### config.mk
export PLATFORM = sky130hd
export DESIGN_NAME = mul_sched_flat
export DESIGN_NICKNAME = d
export VERILOG_FILES = /design/src/rtl/mul_sched_if.sv /design/src/rtl/mul_sched.sv /design/src/flat_wrapper.sv
export SDC_FILE = /design/constraint.sdc
export NUM_CORES = 1
export LEC_CHECK = 0
export CAP_MARGIN = 0
export CELL_PAD_IN_SITES_DETAIL_PLACEMENT = 1
export CELL_PAD_IN_SITES_GLOBAL_PLACEMENT = 1
export CORE_AREA = 4 4 135 137
export CTS_CLUSTER_DIAMETER = 80
export DETAILED_ROUTE_END_ITERATION = 8
export DIE_AREA = 0 0 139 141
export PLACE_DENSITY = 0.82
export SETUP_SLACK_MARGIN = 0.4
export SLEW_MARGIN = 10
export SYNTH_ARGS = -nofsm -noshare
export SYNTH_HDL_FRONTEND = slang
export SYNTH_SLANG_ARGS = --single-unit
### constraint.sdc
create_clock -name clk -period 2.6 [get_ports clk]
set_clock_uncertainty 0.2 [all_clocks]
set_input_delay 0.52 -clock clk [delete_from_list [all_inputs] [get_ports clk]]
set_output_delay 0.52 -clock clk [all_outputs]
set_load 0.05 [all_outputs]
### src/rtl/mul_sched_if.sv
// Bundle of request, response and datapath-control signals for the
// Booth/Wallace multiplier scheduler. The scheduler uses the slave view;
// the surrounding system (requesters, consumer, datapath) uses the master view.
interface mul_sched_if #(
  parameter int LAT   = 3,
  parameter int TAG_W = 4
);
  logic             req0_valid;
  logic             req1_valid;
  logic             req0_ready;
  logic             req1_ready;
  logic             req0_signed;
  logic             req1_signed;
  logic [31:0]      req0_x;
  logic [31:0]      req0_y;
  logic [31:0]      req1_x;
  logic [31:0]      req1_y;
  logic [TAG_W-1:0] req0_tag;
  logic [TAG_W-1:0] req1_tag;
  logic             flush;
  logic [32:0]      dp_x;
  logic [32:0]      dp_y;
  logic [LAT-1:0]   dp_en;
  logic [63:0]      dp_prod;
  logic             rsp_valid;
  logic             rsp_ready;
  logic             rsp_src;
  logic [TAG_W-1:0] rsp_tag;
  logic [63:0]      rsp_prod;

  modport slave (
    input  req0_valid, req1_valid, req0_signed, req1_signed,
    input  req0_x, req0_y, req1_x, req1_y, req0_tag, req1_tag,
    input  flush, dp_prod, rsp_ready,
    output req0_ready, req1_ready, dp_x, dp_y, dp_en,
    output rsp_valid, rsp_src, rsp_tag, rsp_prod
  );

  modport master (
    output req0_valid, req1_valid, req0_signed, req1_signed,
    output req0_x, req0_y, req1_x, req1_y, req0_tag, req1_tag,
    output flush, dp_prod, rsp_ready,
    input  req0_ready, req1_ready, dp_x, dp_y, dp_en,
    input  rsp_valid, rsp_src, rsp_tag, rsp_prod
  );
endinterface

### src/rtl/mul_sched.sv
// Scheduler / pipeline controller for the radix-4 Booth multiplier datapath.
// Round-robin arbitration between two requesters, operand sign extension to
// 33 bits, per-stage load enables with bubble compression, and tag/source
// tracking for every operation in flight. Operands live only in the datapath.
module mul_sched #(
  parameter int LAT   = 3,
  parameter int TAG_W = 4
) (
  input  logic      clk,
  input  logic      resetn,
  mul_sched_if.slave bus
);

  logic [LAT-1:0]   r_v;
  logic [LAT-1:0]   r_src;
  logic [TAG_W-1:0] r_tag [LAT];
  logic             r_rr;

  logic [LAT-1:0]   w_mv;
  logic             w_go;
  logic             w_slot;
  logic             w_any;
  logic             w_both;
  logic             w_gidx;
  logic             w_accept;
  logic             w_gsigned;
  logic [31:0]      w_gx;
  logic [31:0]      w_gy;
  logic [TAG_W-1:0] w_gtag;

  // Advance chain from the output stage backwards; a stage moves when its
  // successor is empty or moving. Flush freezes every stage.
  always_comb begin
    w_mv = '0;
    w_go = bus.rsp_ready & ~bus.flush;
    for (int i = LAT - 1; i >= 0; i--) begin
      w_mv[i] = r_v[i] & w_go & ~bus.flush;
      w_go    = ~r_v[i] | w_mv[i];
    end
    w_slot = w_go;
  end

  // Round-robin grant selection and operand mux from the granted requester.
  always_comb begin
    w_any     = bus.req0_valid | bus.req1_valid;
    w_both    = bus.req0_valid & bus.req1_valid;
    w_gidx    = w_both ? r_rr : bus.req1_valid;
    w_gsigned = w_gidx ? bus.req1_signed : bus.req0_signed;
    w_gx      = w_gidx ? bus.req1_x      : bus.req0_x;
    w_gy      = w_gidx ? bus.req1_y      : bus.req0_y;
    w_gtag    = w_gidx ? bus.req1_tag    : bus.req0_tag;
    w_accept  = w_any & w_slot & ~bus.flush & resetn;
  end

  // Ready depends only on the grant and stage-0 availability, never on the
  // requester's own valid beyond selecting the grant.
  assign bus.req0_ready = w_accept & ~w_gidx;
  assign bus.req1_ready = w_accept &  w_gidx;

  // Extension to the 33-bit Booth operand form; zero when nobody requests.
  assign bus.dp_x = w_any ? {w_gsigned & w_gx[31], w_gx} : '0;
  assign bus.dp_y = w_any ? {w_gsigned & w_gy[31], w_gy} : '0;

  assign bus.dp_en     = {w_mv[LAT-2:0], w_accept};
  assign bus.rsp_valid = r_v[LAT-1] & ~bus.flush;
  assign bus.rsp_src   = r_src[LAT-1];
  assign bus.rsp_tag   = r_tag[LAT-1];
  assign bus.rsp_prod  = bus.dp_prod;

  // Stage occupancy, per-stage source/tag and round-robin pointer.
  always_ff @(posedge clk or negedge resetn) begin
    if (!resetn) begin
      r_v   <= '0;
      r_src <= '0;
      r_rr  <= 1'b0;
      for (int i = 0; i < LAT; i++) r_tag[i] <= '0;
    end else begin
      if (w_accept && w_both) r_rr <= ~w_gidx;

      if (bus.flush) begin
        r_v <= '0;
      end else begin
        if (w_accept)     r_v[0] <= 1'b1;
        else if (w_mv[0]) r_v[0] <= 1'b0;
        for (int i = 1; i < LAT; i++) begin
          if (w_mv[i-1])    r_v[i] <= 1'b1;
          else if (w_mv[i]) r_v[i] <= 1'b0;
        end
      end

      if (w_accept) begin
        r_src[0] <= w_gidx;
        r_tag[0] <= w_gtag;
      end
      for (int i = 1; i < LAT; i++) begin
        if (w_mv[i-1]) begin
          r_src[i] <= r_src[i-1];
          r_tag[i] <= r_tag[i-1];
        end
      end
    end
  end

endmodule

### src/flat_wrapper.sv
// flat-port wrapper written by rule: the top's interface ports become plain ports
module mul_sched_flat 
#(
  parameter int LAT   = 3,
  parameter int TAG_W = 4
)
  (clk, resetn, bus_req0_valid, bus_req1_valid, bus_req0_signed, bus_req1_signed, bus_req0_x, bus_req0_y, bus_req1_x, bus_req1_y, bus_req0_tag, bus_req1_tag, bus_flush, bus_dp_prod, bus_rsp_ready, bus_req0_ready, bus_req1_ready, bus_dp_x, bus_dp_y, bus_dp_en, bus_rsp_valid, bus_rsp_src, bus_rsp_tag, bus_rsp_prod);
  mul_sched_if #(.LAT(LAT), .TAG_W(TAG_W)) bus_i ();
  input  logic clk;
  input  logic resetn;
  input wire logic [$bits(bus_i.req0_valid)-1:0] bus_req0_valid;
  input wire logic [$bits(bus_i.req1_valid)-1:0] bus_req1_valid;
  input wire logic [$bits(bus_i.req0_signed)-1:0] bus_req0_signed;
  input wire logic [$bits(bus_i.req1_signed)-1:0] bus_req1_signed;
  input wire logic [$bits(bus_i.req0_x)-1:0] bus_req0_x;
  input wire logic [$bits(bus_i.req0_y)-1:0] bus_req0_y;
  input wire logic [$bits(bus_i.req1_x)-1:0] bus_req1_x;
  input wire logic [$bits(bus_i.req1_y)-1:0] bus_req1_y;
  input wire logic [$bits(bus_i.req0_tag)-1:0] bus_req0_tag;
  input wire logic [$bits(bus_i.req1_tag)-1:0] bus_req1_tag;
  input wire logic [$bits(bus_i.flush)-1:0] bus_flush;
  input wire logic [$bits(bus_i.dp_prod)-1:0] bus_dp_prod;
  input wire logic [$bits(bus_i.rsp_ready)-1:0] bus_rsp_ready;
  output wire logic [$bits(bus_i.req0_ready)-1:0] bus_req0_ready;
  output wire logic [$bits(bus_i.req1_ready)-1:0] bus_req1_ready;
  output wire logic [$bits(bus_i.dp_x)-1:0] bus_dp_x;
  output wire logic [$bits(bus_i.dp_y)-1:0] bus_dp_y;
  output wire logic [$bits(bus_i.dp_en)-1:0] bus_dp_en;
  output wire logic [$bits(bus_i.rsp_valid)-1:0] bus_rsp_valid;
  output wire logic [$bits(bus_i.rsp_src)-1:0] bus_rsp_src;
  output wire logic [$bits(bus_i.rsp_tag)-1:0] bus_rsp_tag;
  output wire logic [$bits(bus_i.rsp_prod)-1:0] bus_rsp_prod;
  assign bus_i.req0_valid = bus_req0_valid;
  assign bus_i.req1_valid = bus_req1_valid;
  assign bus_i.req0_signed = bus_req0_signed;
  assign bus_i.req1_signed = bus_req1_signed;
  assign bus_i.req0_x = bus_req0_x;
  assign bus_i.req0_y = bus_req0_y;
  assign bus_i.req1_x = bus_req1_x;
  assign bus_i.req1_y = bus_req1_y;
  assign bus_i.req0_tag = bus_req0_tag;
  assign bus_i.req1_tag = bus_req1_tag;
  assign bus_i.flush = bus_flush;
  assign bus_i.dp_prod = bus_dp_prod;
  assign bus_i.rsp_ready = bus_rsp_ready;
  assign bus_req0_ready = bus_i.req0_ready;
  assign bus_req1_ready = bus_i.req1_ready;
  assign bus_dp_x = bus_i.dp_x;
  assign bus_dp_y = bus_i.dp_y;
  assign bus_dp_en = bus_i.dp_en;
  assign bus_rsp_valid = bus_i.rsp_valid;
  assign bus_rsp_src = bus_i.rsp_src;
  assign bus_rsp_tag = bus_i.rsp_tag;
  assign bus_rsp_prod = bus_i.rsp_prod;
  mul_sched #(.LAT(LAT), .TAG_W(TAG_W)) u_core (.clk(clk), .resetn(resetn), .bus(bus_i));
endmodule
; Word level (Yosys, flattened, before mapping)
; Index checks and enable logic that the tools add are counted.
[totals]
ff_bits = 19
out_inout_bits = 141
[classes]
mux = 14
n_bitwise = 25
reduce_logical = 4
[op_table]
columns = cell, count
row1 = two-way mux 33 bit, 2
row2 = two-way mux 32 bit, 2
row3 = bitwise AND 1 bit, 16
row4 = nonzero test 3 bit, 3
row5 = two-way mux 1 bit, 8
row6 = inverter 1 bit, 5
row7 = two-way mux 4 bit, 1
row8 = OR 1 bit, 4
row9 = two-way mux 3 bit, 1
row10 = logical AND 1 bit, 1

; Longest topological paths before layout
; Gate-level depths: netlist of the first run.
[depth]
ltp_word = 16
mapped_depth = 6
depth_no_buf = 3

; Least setup slack after synthesis of the first run
; No wires, ideal clock.
[synth_timing]
path_type = input to output
start = input bus_req0_valid
end = output bus_dp_x[23]
arrival_time_ns = 1.994
required_time_ns = 1.880
setup_slack_ns = -0.114
cell_stages = 6
path_buffers = 3
path_cell_list = inv_2 -> o21ai_1 -> buf_2 -> buf_6 -> buf_6 -> mux2i_1
[synth_via]
elab_chain_len = 4
elab_cells_between_ends = 5
cone_classes = mux (3) / bitwise (2)
[synth_lines]
columns = element, line
row1 = "start, declared", flat_wrapper.sv:11  ; input wire logic [$bits(bus_i.req0_valid)-1:0] bus_req0_valid;
row2 = bitwise AND 1 bit, mul_sched.sv:46  ; w_both = bus.req0_valid & bus.req1_valid;
row3 = two-way mux 1 bit, mul_sched.sv:47  ; w_gidx = w_both ? r_rr : bus.req1_valid;
row4 = two-way mux 32 bit, mul_sched.sv:49  ; w_gx = w_gidx ? bus.req1_x : bus.req0_x;
row5 = two-way mux 33 bit (*), mul_sched.sv:61  ; assign bus.dp_x = w_any ? {w_gsigned & w_gx[31], w_gx} : '0;
row6 = "end, declared", flat_wrapper.sv:26  ; output wire logic [$bits(bus_i.dp_x)-1:0] bus_dp_x;
; Every way passes the cells marked *; elsewhere a longest branch is shown, timed or not.

; Worst setup path after layout of the first run
[layout_timing]
start = register u_core.r_rr
end = output bus_dp_y[9]
[layout_via]
elab_chain_len = 3
[layout_lines]
columns = element, line
row1 = "start, declared", mul_sched.sv:17  ; logic r_rr;
row2 = "start signal, assigned", mul_sched.sv:78  ; if (w_accept && w_both) r_rr <= ~w_gidx;
row3 = two-way mux 1 bit, mul_sched.sv:47
row4 = two-way mux 32 bit, mul_sched.sv:50  ; w_gy = w_gidx ? bus.req1_y : bus.req0_y;
row5 = two-way mux 33 bit, mul_sched.sv:62  ; assign bus.dp_y = w_any ? {w_gsigned & w_gy[31], w_gy} : '0;
row6 = "end, declared", flat_wrapper.sv:27  ; output wire logic [$bits(bus_i.dp_y)-1:0] bus_dp_y;
; No other way between the ends.

==> results of run 1 <==
-- sequential cells by signal, summed over array words and instances, names as in the netlist --
register and cells:
u_core.r_tag 8, u_core.r_v 3, u_core.bus.rsp_tag 4, u_core.r_src 3, u_core.r_rr 1
-- kinds of logic (layout without fill, tap and decap cells) --
family,after synthesis,after routing,synth area share (%)
flip-flops,19,19,17.7
buffers and inverters,156,334,33.5
AO/OA/AOI/OAI,19,19,4.29
XOR/XNOR,1,1,0.327
AND/OR/NAND/NOR,85,85,14.1
multiplexers,77,77,30.0
-- final cells by class --
cell class | count | area share (%)
Multi-Input combinational cell | 182 | 31.6
Clock buffer | 3 | 1.10
Sequential cell | 19 | 7.02
Inverter | 68 | 3.94
Clock inverter | 1 | 0.0737
Timing Repair Buffer | 262 | 52.2
Tap cell | 225 | 4.14
-- placed cells by master (no fill, tap or decap), types with 4 or more instances in the layout --
master | synthesis | routed
sky130_fd_sc_hd__clkdlybuf4s50_1 | 0 | 143
sky130_fd_sc_hd__o21ai_0 | 5 | 5
sky130_fd_sc_hd__mux2_4 | 5 | 7
sky130_fd_sc_hd__nand2_1 | 67 | 67
sky130_fd_sc_hd__clkbuf_16 | 0 | 5
sky130_fd_sc_hd__a31oi_1 | 8 | 8
sky130_fd_sc_hd__buf_16 | 0 | 6
sky130_fd_sc_hd__buf_8 | 0 | 7
sky130_fd_sc_hd__dfrtp_1 | 19 | 18
sky130_fd_sc_hd__mux2i_4 | 0 | 64
sky130_fd_sc_hd__o211ai_1 | 4 | 4
sky130_fd_sc_hd__mux2_2 | 7 | 5
sky130_fd_sc_hd__inv_1 | 67 | 67
sky130_fd_sc_hd__buf_4 | 74 | 15
sky130_fd_sc_hd__buf_12 | 0 | 79
sky130_fd_sc_hd__buf_6 | 4 | 6
-- where the power goes --
part	total, mW	internal [mW]	switching (mW)
Clock	0.319	0.206	0.113
Sequential	0.461	0.394	0.0670
Combinational	2.93	1.56	1.37
Total	3.71	2.16	1.55
-- layer usage --
layer  up-vias  wire length (um)
li1       1405                 -
met1      1381              4040
met2       202              7270
met3         6              1680
met4         0                84
met5         -                 0
-- worst max-delay path by stage --
stage	start	to	slack [ps]	depth (start not counted)
floorplan	bus_req0_valid	bus_dp_x[23]	290	6
finish	u_core.r_rr	bus_dp_y[9]	140	7
global placement	bus_req1_valid	bus_req0_ready	-130	6
CTS	u_core.r_rr	bus_dp_y[14]	120	6
global route	u_core.r_rr	bus_dp_y[14]	80	7
detailed placement	bus_req1_valid	bus_req0_ready	-160	6
-- what timing repair did --
item                                    CTS  global route
gates resized for setup                  31            12
buffers inserted                          5             3
endpoints found under the setup margin   72            70
pin swaps                                 1             0
cloned                                    2             2
-- critical path, stage by stage (launching register included) --
cell	delay, ps
sky130_fd_sc_hd__dfrtp_2	420
sky130_fd_sc_hd__o21ai_4	150
sky130_fd_sc_hd__buf_12	140
sky130_fd_sc_hd__buf_12	100
sky130_fd_sc_hd__buf_16	120
sky130_fd_sc_hd__buf_4	140
sky130_fd_sc_hd__mux2i_4	250
sky130_fd_sc_hd__buf_12	160
-- synthesized netlist by cell type, types with 2 or more instances --
cell type	instances	area (sq um)
sky130_fd_sc_hd__mux2i_1	65	651
sky130_fd_sc_hd__nor2b_1	4	25.0
sky130_fd_sc_hd__inv_1	67	251
sky130_fd_sc_hd__o211ai_1	4	30.0
sky130_fd_sc_hd__a31oi_1	8	50.1
sky130_fd_sc_hd__o21ai_0	5	25.0
sky130_fd_sc_hd__nor2_1	2	7.51
sky130_fd_sc_hd__buf_6	4	45.0
sky130_fd_sc_hd__nand2_1	67	251
sky130_fd_sc_hd__nand2b_1	2	12.5
sky130_fd_sc_hd__and2_1	3	18.8
sky130_fd_sc_hd__buf_4	74	556
sky130_fd_sc_hd__mux2_4	5	75.1
sky130_fd_sc_hd__dfrtp_1	19	475
sky130_fd_sc_hd__buf_2	4	20.0
sky130_fd_sc_hd__clkbuf_1	5	18.8
sky130_fd_sc_hd__mux2_2	7	78.8
==> summary.md, run 1 <==
| Metric | Value |
|---|---|
| Count of distinct cell types in the synthesized netlist | `29` |
| Number of detailed-route iterations in the first pass | `4` |
| Initial antenna violation count | `0` |
| Non-filler cells, final | `760` |
| Total design power | `3.71 mW` |
| Primary flip-flop cell chosen by synthesis mapping | `sky130_fd_sc_hd__dfrtp_1` |
| PD cells | `545 mW/mm^2` |
| Final count of hold timing violations | `0` |
| Area of the die | `0.0196 sq mm` |
| End-of-flow core utilization | `39.8%` |
| Sequential Area | `477 sq um` |
| IO buf count | `220` |
| Placed insts | `744` |
| Average wire per standard cell | `17.2 um` |
| Clock slew at the register clock pins of the worst setup and hold paths | `50 ps` |
| Maximum clock path buffer count | `2` |
| Routability cong. | `0.739` |
| Maximum capacitance violations | `0` |
| Antenna Diode Count | `0` |
| Required arrival time at the worst endpoint | `about 1900 ps` |
| Wire length of the first global-routing pass | `19,700 um` |
| Slew @ Worst Pin | `about 500 ps` |
| Count of yosys warnings during synthesis | `0` |
| Share of the cycle needed by the critical path after routing | `94.6%` |
| Busiest grt layer | `met2` |
| Clk root buf | `sky130_fd_sc_hd__clkbuf_16` |
| Residual antenna-violating net count after detailed routing | `0` |
| Post-detailed-placement half-perimeter wirelength | `around 11,000 um` |
| Result of the run | `finished, final reports clean` |
| Area of the mapped netlist | `~0.0027 sq mm` |
| Global routing usage on met2 | `between 20% and 30%` |
| Global routing met3 resource utilization | `under 10%` |
| Kind of start point of the critical path | `flip-flop` |
| Met1 demand-to-capacity share in global routing | `11.7%` |
| Overall routing resource usage | `around an eighth` |
| Worst rel slew slack | `66.5%` |
| Critical path data arrival time | `1740 ps` |
| Number of placement rows | `48` |
| Via count of the first global-routing pass | `between 3,000 and 4,000` |
| Chip width | `139 um` |
| Worst slack at placement | `-162 ps` |
| Synth Instances | `357` |
| Detailed-route vias per instance | `3.94` |
| Final Net Count | `744` |
| Filler cell count | `1,863` |
| Unrepaired setup endpoints after global routing | `true` |
| Initial standard-cell utilization of the core | `15.7%` |
| Vertical extent of the die | `141 um` |
| Placeable core region | `0.0171 sq mm` |
| Total number of vias | `2,994` |
| Peak fanout along the critical path | `6` |
| DRC Markers | `0` |
| Net count of the mapped netlist | `565` |
| Number of DRC markers in iteration 0 | `59` |
| R2R setup slack | `880 ps` |
| Path type of the worst setup path | `reg -> out` |
| Post-synthesis sequential area ratio | `17.7%` |
| Fraction of layout cells with a size suffix above 1 | `38.7%` |
| Aggregate negative setup slack | `0 ps` |
| Final Critical Period | `2460 ps` |
| Total number of H-tree levels | `1` |
| Number of buffers created by CTS | `3` |
| Dpl cell area | `approximately 0.0064 sq mm` |
| Footprint of the multi-input gates | `0.00214 sq mm` |
| Launch point of the worst reg-to-reg path | `u_core.r_v[2]` |
| Highest ir drop seen on vdd | `around 0.33 mV` |
| Number of synthesized register bits | `19` |
| Pin count of the biggest net entering global routing | `50` |
| Number of enable flip-flop cells after synthesis | `0` |
| Async set-reset flop share out of synthesis | `100%` |
| Number of sinks handled by clock tree synthesis | `19` |
| Insertion delay to the later sink of the worst-skew pair | `250 ps` |
| Worst r2r path cells | `4` |
| Leakage power total | `approximately 2.9 nW` |
| Total congestion overflow | `0` |
| Achievable clock frequency | `0.407 GHz` |
| Number of top-level pins | `349` |
| Mean cell area of the mapped netlist | `7.51 sq um` |
| Setup Viol. Count Final | `0` |
| Synth-to-layout area growth | `154%` |
| Final WL | `13,100 um` |
| Max-slew violation count | `0` |
| Worst setup EP type | `output pin` |
| Post-Route Hold Slack | `around 180 ps` |
| Final setup slack of the worst path | `141 ps` |
| Total non-filler cell area in the finished layout | `0.00679 sq mm` |
| Number of buffers added to fix hold violations after cts | `0` |
| Reg2reg end | `u_core.bus.rsp_tag[2]` |
| Worst min path class | `in -> async` |
| Clock tree from TritonCTS | `yes` |
Note: power is estimated with default switching activity, not from simulation.
==> run 2: changes to the inputs <==
--- a/config.mk
+++ b/config.mk
@@ -12,6 +12,7 @@
 export CTS_CLUSTER_DIAMETER = 80
 export DETAILED_ROUTE_END_ITERATION = 8
 export DIE_AREA = 0 0 139 141
+export MAX_ROUTING_LAYER = met4
 export PLACE_DENSITY = 0.82
 export SETUP_SLACK_MARGIN = 0.4
 export SLEW_MARGIN = 10
==> constraint.sdc (replaced) <==
create_clock -name clk -period 3.11 [get_ports clk]
set_clock_uncertainty 0.2 [all_clocks]
set_input_delay 0.622 -clock clk [delete_from_list [all_inputs] [get_ports clk]]
set_output_delay 0.622 -clock clk [all_outputs]
set_load 0.05 [all_outputs]
==> run 2 against run 1 <==
Net effect: first-iteration DRC count down 1.7%; clock power down 18%; wire length up 2.4%; flip-flop and latch count unchanged; critical path type is now in -> out; largest power group unchanged; highest routed layer unchanged.
==> summary.md, run 2 (synthesis results as in run 1) <==
| Metric | Value |
|---|---|
| Worst min path class | `reg -> reg` |
| Most common library cell in the layout ignoring fill and taps | `sky130_fd_sc_hd__clkdlybuf4s50_1` |
| Final count of hold timing violations | `0 (unchanged)` |
| DRC Markers | `0 (unchanged)` |
| Vertical extent of the die | `141 um (unchanged)` |
| Insertion delay to the later sink of the worst-skew pair | `250 ps (about the same)` |
| Number of buffers created by CTS | `3 (unchanged)` |
| Number of sinks handled by clock tree synthesis | `19 (unchanged)` |
| Maximum capacitance violations | `0 (unchanged)` |
| Slowest CP cell | `sky130_fd_sc_hd__mux2i_2` |
| Worst r2r path cells | `4 (unchanged)` |
| Most common cell on crit path | `sky130_fd_sc_hd__buf_12` |
| Placed insts | `728 (-2.2%)` |
| Number of DRC markers in iteration 0 | `58 (-1.7%)` |
| Non-filler cells, final | `759 (-0.13%)` |
| Post-Route Hold Slack | `310 ps (+128 ps)` |
| Initial standard-cell utilization of the core | `15.7% (unchanged)` |
| Reg2reg end | `u_core.bus.rsp_tag[3]` |
| Final Net Count | `743 (-0.13%)` |
| PD cells | `460 mW/mm^2 (-16%)` |
| Overall routing resource usage | `12.5% (-0.30 points)` |
| Average wire per standard cell | `17.6 um (+2.5%)` |
| Post-detailed-placement half-perimeter wirelength | `9890 um (-13%)` |
| Total number of H-tree levels | `1 (unchanged)` |
| Number of buffers added to fix hold violations after cts | `0 (unchanged)` |
| Commonest cells after routing, fill and taps aside | `144 x sky130_fd_sc_hd__clkdlybuf4s50_1, 76 x sky130_fd_sc_hd__buf_12, 67 x sky130_fd_sc_hd__inv_1, 67 x sky130_fd_sc_hd__nand2_1, 52 x sky130_fd_sc_hd__mux2i_4` |
| Register containing the most flip-flops in the final layout | `u_core.r_tag` |
| Placeable core region | `0.0171 sq mm (unchanged)` |
| Path type of the worst setup path | `in -> out` |
| Residual antenna-violating net count after detailed routing | `0 (unchanged)` |
| Share of the cycle needed by the critical path after routing | `between 80% and 90%` |
| Ordered cell list for the critical path | `buf_4, inv_4, o21ai_4, buf_12, buf_12, clkbuf_16, mux2i_2, buf_12` |
| Unrepaired setup endpoints after global routing | `false` |
| Clock slew at the register clock pins of the worst setup and hold paths | `50 ps (about the same)` |
| End-of-flow core utilization | `38.7% (-1.1 points)` |
| Number of top-level pins | `349 (unchanged)` |
| IO buf count | `220 (unchanged)` |
| Via count of the first global-routing pass | `3,431 (-3.8%)` |
| Pin count of the biggest net entering global routing | `68 (+36%)` |
| Kind of start point of the critical path | `input port` |
| Final Critical Period | `2670 ps` |
| Achievable clock frequency | `0.374 GHz` |
| Detailed-route vias per instance | `3.92 (-0.47%)` |
| WP buf/inv | `6 (+1)` |
| Antenna Diode Count | `0 (unchanged)` |
| Leakage power total | `2.83 nW (-1.4%)` |
| Final WL | `13,400 um (+2.4%)` |
| Synth-to-layout area growth | `146%` |
| Wire length of the first global-routing pass | `18,700 um (-5.1%)` |
| Result of the run | `finished, final reports clean` |
| Worst setup EP type | `output pin` |
| Maximum clock path buffer count | `2 (unchanged)` |
| R2R setup slack | `1360 ps (+480 ps)` |
| Initial antenna violation count | `0 (unchanged)` |
| Flip-flop count of the largest register, all copies and words added | `8 (unchanged)` |
| Maximum single-stage delay on the critical path | `270 ps (-150 ps)` |
| Clock tree from TritonCTS | `yes` |
| Critical path data arrival time | `1850 ps (+110 ps)` |
| Max-slew violation count | `0 (unchanged)` |
| Peak fanout along the critical path | `6 (unchanged)` |
| Number of placement rows | `48 (unchanged)` |
| Setup Viol. Count Final | `0 (unchanged)` |
| Routability cong. | `0.715 (-3.2%)` |
| Delay-heaviest family, CP | `buffers and inverters` |
| Fraction of layout cells with a size suffix above 1 | `37.1% (-1.6 points)` |
| Hold wc startpoint | `u_core.r_tag[6]` |
| Clk root buf | `sky130_fd_sc_hd__clkbuf_16` |
| Number of detailed-route iterations in the first pass | `4 (unchanged)` |
| Number of stages on the worst hold path | `1` |
| Area of the die | `0.0196 sq mm (unchanged)` |
| Worst rel slew slack | `65.9% (-0.55 points)` |
| Hold endpoint | `u_core.bus.rsp_tag[2]` |
| Aggregate negative setup slack | `0 ps (unchanged)` |
| Launch point of the worst reg-to-reg path | `u_core.r_v[2]` |
| Slew @ Worst Pin | `509 ps (+8.19 ps)` |
| Total congestion overflow | `0 (unchanged)` |
| Highest ir drop seen on vdd | `0.441 mV (+36%)` |
| Required arrival time at the worst endpoint | `2290 ps (+410 ps)` |
| Chip width | `139 um (unchanged)` |
| Total number of vias | `2,976 (-0.60%)` |
[run 2: cell count changes in the layout (fill, tap and decap cells not counted), sizes merged]
cell | previous run | this run
clkbuf | 6 | 12
clkdlybuf4s50 | 143 | 144
buf | 114 | 107
dlygate4sd2 | 1 | 2
clkdlybuf4s15 | 1 | 0
clkinv | 1 | 0
[run 2: worst max-delay path by stage]
stage	start	slack, ps	depth (start not counted)	end
final	bus_req0_valid	440	8	bus_dp_x[22]
after global routing	bus_req0_valid	400	8	bus_dp_x[22]
after CTS	bus_req1_valid	380	6	bus_dp_x[25]
after detailed placement	bus_req1_valid	50	6	bus_dp_x[25]
after global placement	bus_req1_valid	90	5	bus_dp_y[0]
after floorplan	bus_req0_valid	190	6	bus_dp_x[23]
[run 2: through the flow]
stage	total power [mW]	instance area, sq um	setup slack, ps
after global routing	3.17	6600	397
after floorplan	1.66	2870	192
after global placement	2.31	5550	92.6
after CTS	2.83	6060	384
after detailed placement	2.35	5550	51.7
final	3.04	6600	437
[run 2: report_power, final]
group	internal, mW	switching, mW	leakage [nW]
combinational	1.25	1.13	2.57
clock	0.174	0.0887	0.0382
sequential	0.328	0.0644	0.227
total	1.75	1.28	2.83
[run 2: cell type report]
class | count | area [sq um]
Tap cell | 225 | 282
Sequential cell | 19 | 475
Inverter | 68 | 258
Timing Repair Buffer | 261 | 3490
Clock buffer | 4 | 78.8
Multi-Input combinational cell | 182 | 2020
Fill cell | 1861 | 10500
[run 2: metal layers]
metal	GRT usage, %	vias up	wire (um)
met5	-	-	0
met3	5.56	11	1320
met1	13.4	1386	4940
li1	-	1404	-
met2	22.3	175	7020
met4	0.927	0	100
[run 2: timing repair]
action	CTS	global route
gates resized for setup	45	41
cloned	4	7
endpoints found under the setup margin	69	62
pin swaps	2	2
hold endpoints to repair	0	0
buffers inserted	10	6
==> run 3: changes to the inputs <==
--- a/config.mk
+++ b/config.mk
@@ -13,7 +13,7 @@
 export DETAILED_ROUTE_END_ITERATION = 8
 export DIE_AREA = 0 0 139 141
 export MAX_ROUTING_LAYER = met4
-export PLACE_DENSITY = 0.82
+export PLACE_DENSITY = 0.86
 export SETUP_SLACK_MARGIN = 0.4
 export SLEW_MARGIN = 10
 export SYNTH_ARGS = -nofsm -noshare
==> run 3 against run 2 <==
Net effect: non-clock buffer count is 10 lower; cell area is 5.2% lower; sequential share of layout area is 0.42 points higher; die area stayed put; flip-flop and latch count stayed put; maximum frequency is 0.33% lower; combinational power is 6% lower; total power is 5.0% lower; register-to-register slack hardly changed; first-iteration DRC count is 50% higher; critical path depth is 1 higher; global-route usage is 1.0 points higher.
==> summary.md, run 3 (synthesis results as in run 1) <==
| Metric | Value |
|---|---|
| Final count of hold timing violations | `0 (unchanged)` |
| Maximum capacitance violations | `0 (unchanged)` |
| Clk root buf | `sky130_fd_sc_hd__clkbuf_16` |
| Worst rel slew slack | `65.0% (-0.99 points)` |
| Wire length of the first global-routing pass | `20,100 um (+7.2%)` |
| Achievable clock frequency | `0.373 GHz (-0.33%)` |
| Vertical extent of the die | `141 um (unchanged)` |
| Fraction of layout cells with a size suffix above 1 | `35.1% (-2.0 points)` |
| Aggregate negative setup slack | `0 ps (unchanged)` |
| Kind of start point of the critical path | `input port` |
| Average wire per standard cell | `17.8 um (+0.99%)` |
| Non-filler cells, final | `749 (-1.3%)` |
| Insertion delay to the later sink of the worst-skew pair | `250 ps (about the same)` |
| Setup Viol. Count Final | `0 (unchanged)` |
| Most common library cell in the layout ignoring fill and taps | `sky130_fd_sc_hd__clkdlybuf4s50_1` |
| Post-detailed-placement half-perimeter wirelength | `10,000 um (+1.4%)` |
| Placeable core region | `0.0171 sq mm (unchanged)` |
| Reg power frac | `13.4% (+0.5 points)` |
| Worst setup EP type | `output pin` |
| Number of DRC markers in iteration 0 | `87 (+50%)` |
| Maximum single-stage delay on the critical path | `270 ps (about the same)` |
| Detailed-route vias per instance | `4.00 (+1.9%)` |
| Flip-flop count of the largest register, all copies and words added | `8 (unchanged)` |
| Number of buffers created by CTS | `3 (unchanged)` |
| Pin count of the biggest net entering global routing | `68 (unchanged)` |
| Unrepaired setup endpoints after global routing | `true` |
| Switching share of total power | `42.9% (+0.70 points)` |
| Logic pwr share | `77.4% (-1.0 points)` |
| Number of placement rows | `48 (unchanged)` |
| Peak fanout along the critical path | `7 (+1)` |
| Leakage power total | `2.73 nW (-3.8%)` |
| Clock slew at the register clock pins of the worst setup and hold paths | `50 ps (about the same)` |
| Overall routing resource usage | `13.5% (+1.0 points)` |
| Worst min path class | `reg -> reg` |
| Antenna Diode Count | `0 (unchanged)` |
| Slew @ Worst Pin | `524 ps (+14.8 ps)` |
| Required arrival time at the worst endpoint | `2290 ps (about the same)` |
| Path type of the worst setup path | `in -> out` |
| Final WL | `13,300 um (-0.34%)` |
| Via count of the first global-routing pass | `3,603 (+5.0%)` |
| Routability cong. | `0.752 (+5.1%)` |
| Internal power | `1.65 mW (-6.2%)` |
| Final Net Count | `733 (-1.3%)` |
| Chip width | `139 um (unchanged)` |
| Commonest cells after routing, fill and taps aside | `144 x sky130_fd_sc_hd__clkdlybuf4s50_1, 75 x sky130_fd_sc_hd__buf_12, 67 x sky130_fd_sc_hd__inv_1, 67 x sky130_fd_sc_hd__nand2_1, 37 x sky130_fd_sc_hd__mux2i_4` |
| Number of buffers added to fix hold violations after cts | `0 (unchanged)` |
| PD cells | `461 mW/mm^2 (+0.22%)` |
| Final Critical Period | `2680 ps (+8.90 ps)` |
| Slowest CP cell | `sky130_fd_sc_hd__mux2i_4` |
| Number of detailed-route iterations in the first pass | `4 (unchanged)` |
| Most common cell on crit path | `sky130_fd_sc_hd__buf_12` |
| DRC Markers | `0 (unchanged)` |
| Number of top-level pins | `349 (unchanged)` |
| Synth-to-layout area growth | `133%` |
| Clock tree from TritonCTS | `yes` |
| Critical path data arrival time | `1860 ps (about the same)` |
| Ordered cell list for the critical path | `buf_8, inv_8, o21ai_4, buf_12, buf_8, buf_12, buf_16, mux2i_4, buf_12` |
| Maximum clock path buffer count | `2 (unchanged)` |
| R2R setup slack | `1360 ps (about the same)` |
| Highest ir drop seen on vdd | `0.356 mV (-19%)` |
| Share of the cycle needed by the critical path after routing | `86.2% (+0.29 points)` |
| Area of the die | `0.0196 sq mm (unchanged)` |
| Residual antenna-violating net count after detailed routing | `0 (unchanged)` |
| Initial standard-cell utilization of the core | `15.7% (unchanged)` |
| Total number of vias | `2,993 (+0.57%)` |
| Max-slew violation count | `0 (unchanged)` |
| Placed insts | `729 (+0.14%)` |
| Total congestion overflow | `0 (unchanged)` |
| Register containing the most flip-flops in the final layout | `u_core.r_tag` |
| Number of sinks handled by clock tree synthesis | `19 (unchanged)` |
| Total number of H-tree levels | `1 (unchanged)` |
| Clock network fraction of total power | `9.2% (+0.5 points)` |
| NetSw | `1.24 mW (-3.4%)` |
| Initial antenna violation count | `0 (unchanged)` |
| IO buf count | `220 (unchanged)` |
| Result of the run | `finished, final reports clean` |
[run 3: cell types whose count changed in the layout (fill, tap and decap cells not counted), moves of 3 or more]
cell and delta:
sky130_fd_sc_hd__mux2i_4 -15, sky130_fd_sc_hd__mux2i_2 +10, sky130_fd_sc_hd__clkbuf_16 -7, sky130_fd_sc_hd__mux2i_1 +5
sky130_fd_sc_hd__buf_4 -3
[run 3: layer usage]
| layer | share of wire (%) | global-route usage [%] |
|---|---|---|
| met1 | 35 | 13.3 |
| met2 | 52 | 24.2 |
| met3 | 10 | 5.73 |
| met4 | 2.8 | 4.12 |
| met5 | 0 | - |
[run 3: metrics by stage]
stage / worst slack (ps) / hold slack, ps / power (mW) / utilization [%] / cell area [sq um]
floorplan: 192 / 126 / 1.66 / - / 2870
global placement: 195 / 289 / 2.31 / 32.5 / 5550
detailed placement: 145 / 295 / 2.34 / 32.5 / 5550
CTS: 385 / 312 / 2.89 / 36.5 / 6220
global route: 388 / 321 / 3.01 / 36.7 / 6260
finish: 428 / 308 / 2.89 / 36.7 / 6260
[run 3: final timing paths]
path / startpoint / to / depth (start not counted)
setup / recovery: bus_req0_valid / bus_dp_x[5] / 9
hold / removal: u_core.r_tag[6] / u_core.bus.rsp_tag[2] / 1
setup reg to reg: u_core.r_v[2] / u_core.bus.rsp_tag[3] / 4
hold reg to reg: u_core.r_tag[6] / u_core.bus.rsp_tag[2] / 1
max in group asynchronous: resetn / u_core.r_rr / 2
min in group asynchronous: resetn / u_core.r_tag[10] / 2
[run 3: repair_timing]
action	CTS	global route
gates cloned	4	0
setup endpoints to repair	69	38
pin swaps	2	1
setup buffers	9	3
gates resized for setup	60	7
[run 3: cell type report]
cell class | count | area (sq um)
Tap cell | 225 | 282
Inverter | 68 | 263
Fill cell | 1902 | 10800
Multi-Input combinational cell | 182 | 1870
Clock inverter | 1 | 5.00
Clock buffer | 3 | 75.1
Timing Repair Buffer | 251 | 3290
Sequential cell | 19 | 477
[run 3: power by group through the flow]
stage	sequential (mW)	combinational, mW	clock (mW)
2_1_floorplan	0.391	1.27	0
3_3_place_gp	0.390	1.92	0
3_5_place_dp	0.395	1.95	0
4_1_cts	0.393	2.23	0.269
5_1_grt	0.396	2.32	0.286
6_report	0.386	2.23	0.265
[run 3: worst max-delay path, delay by kind of cell]
family,cells,cell delay (ps)
buffers and inverters,7,780
muxes,1,270
AOI/OAI and AO/OA,1,160
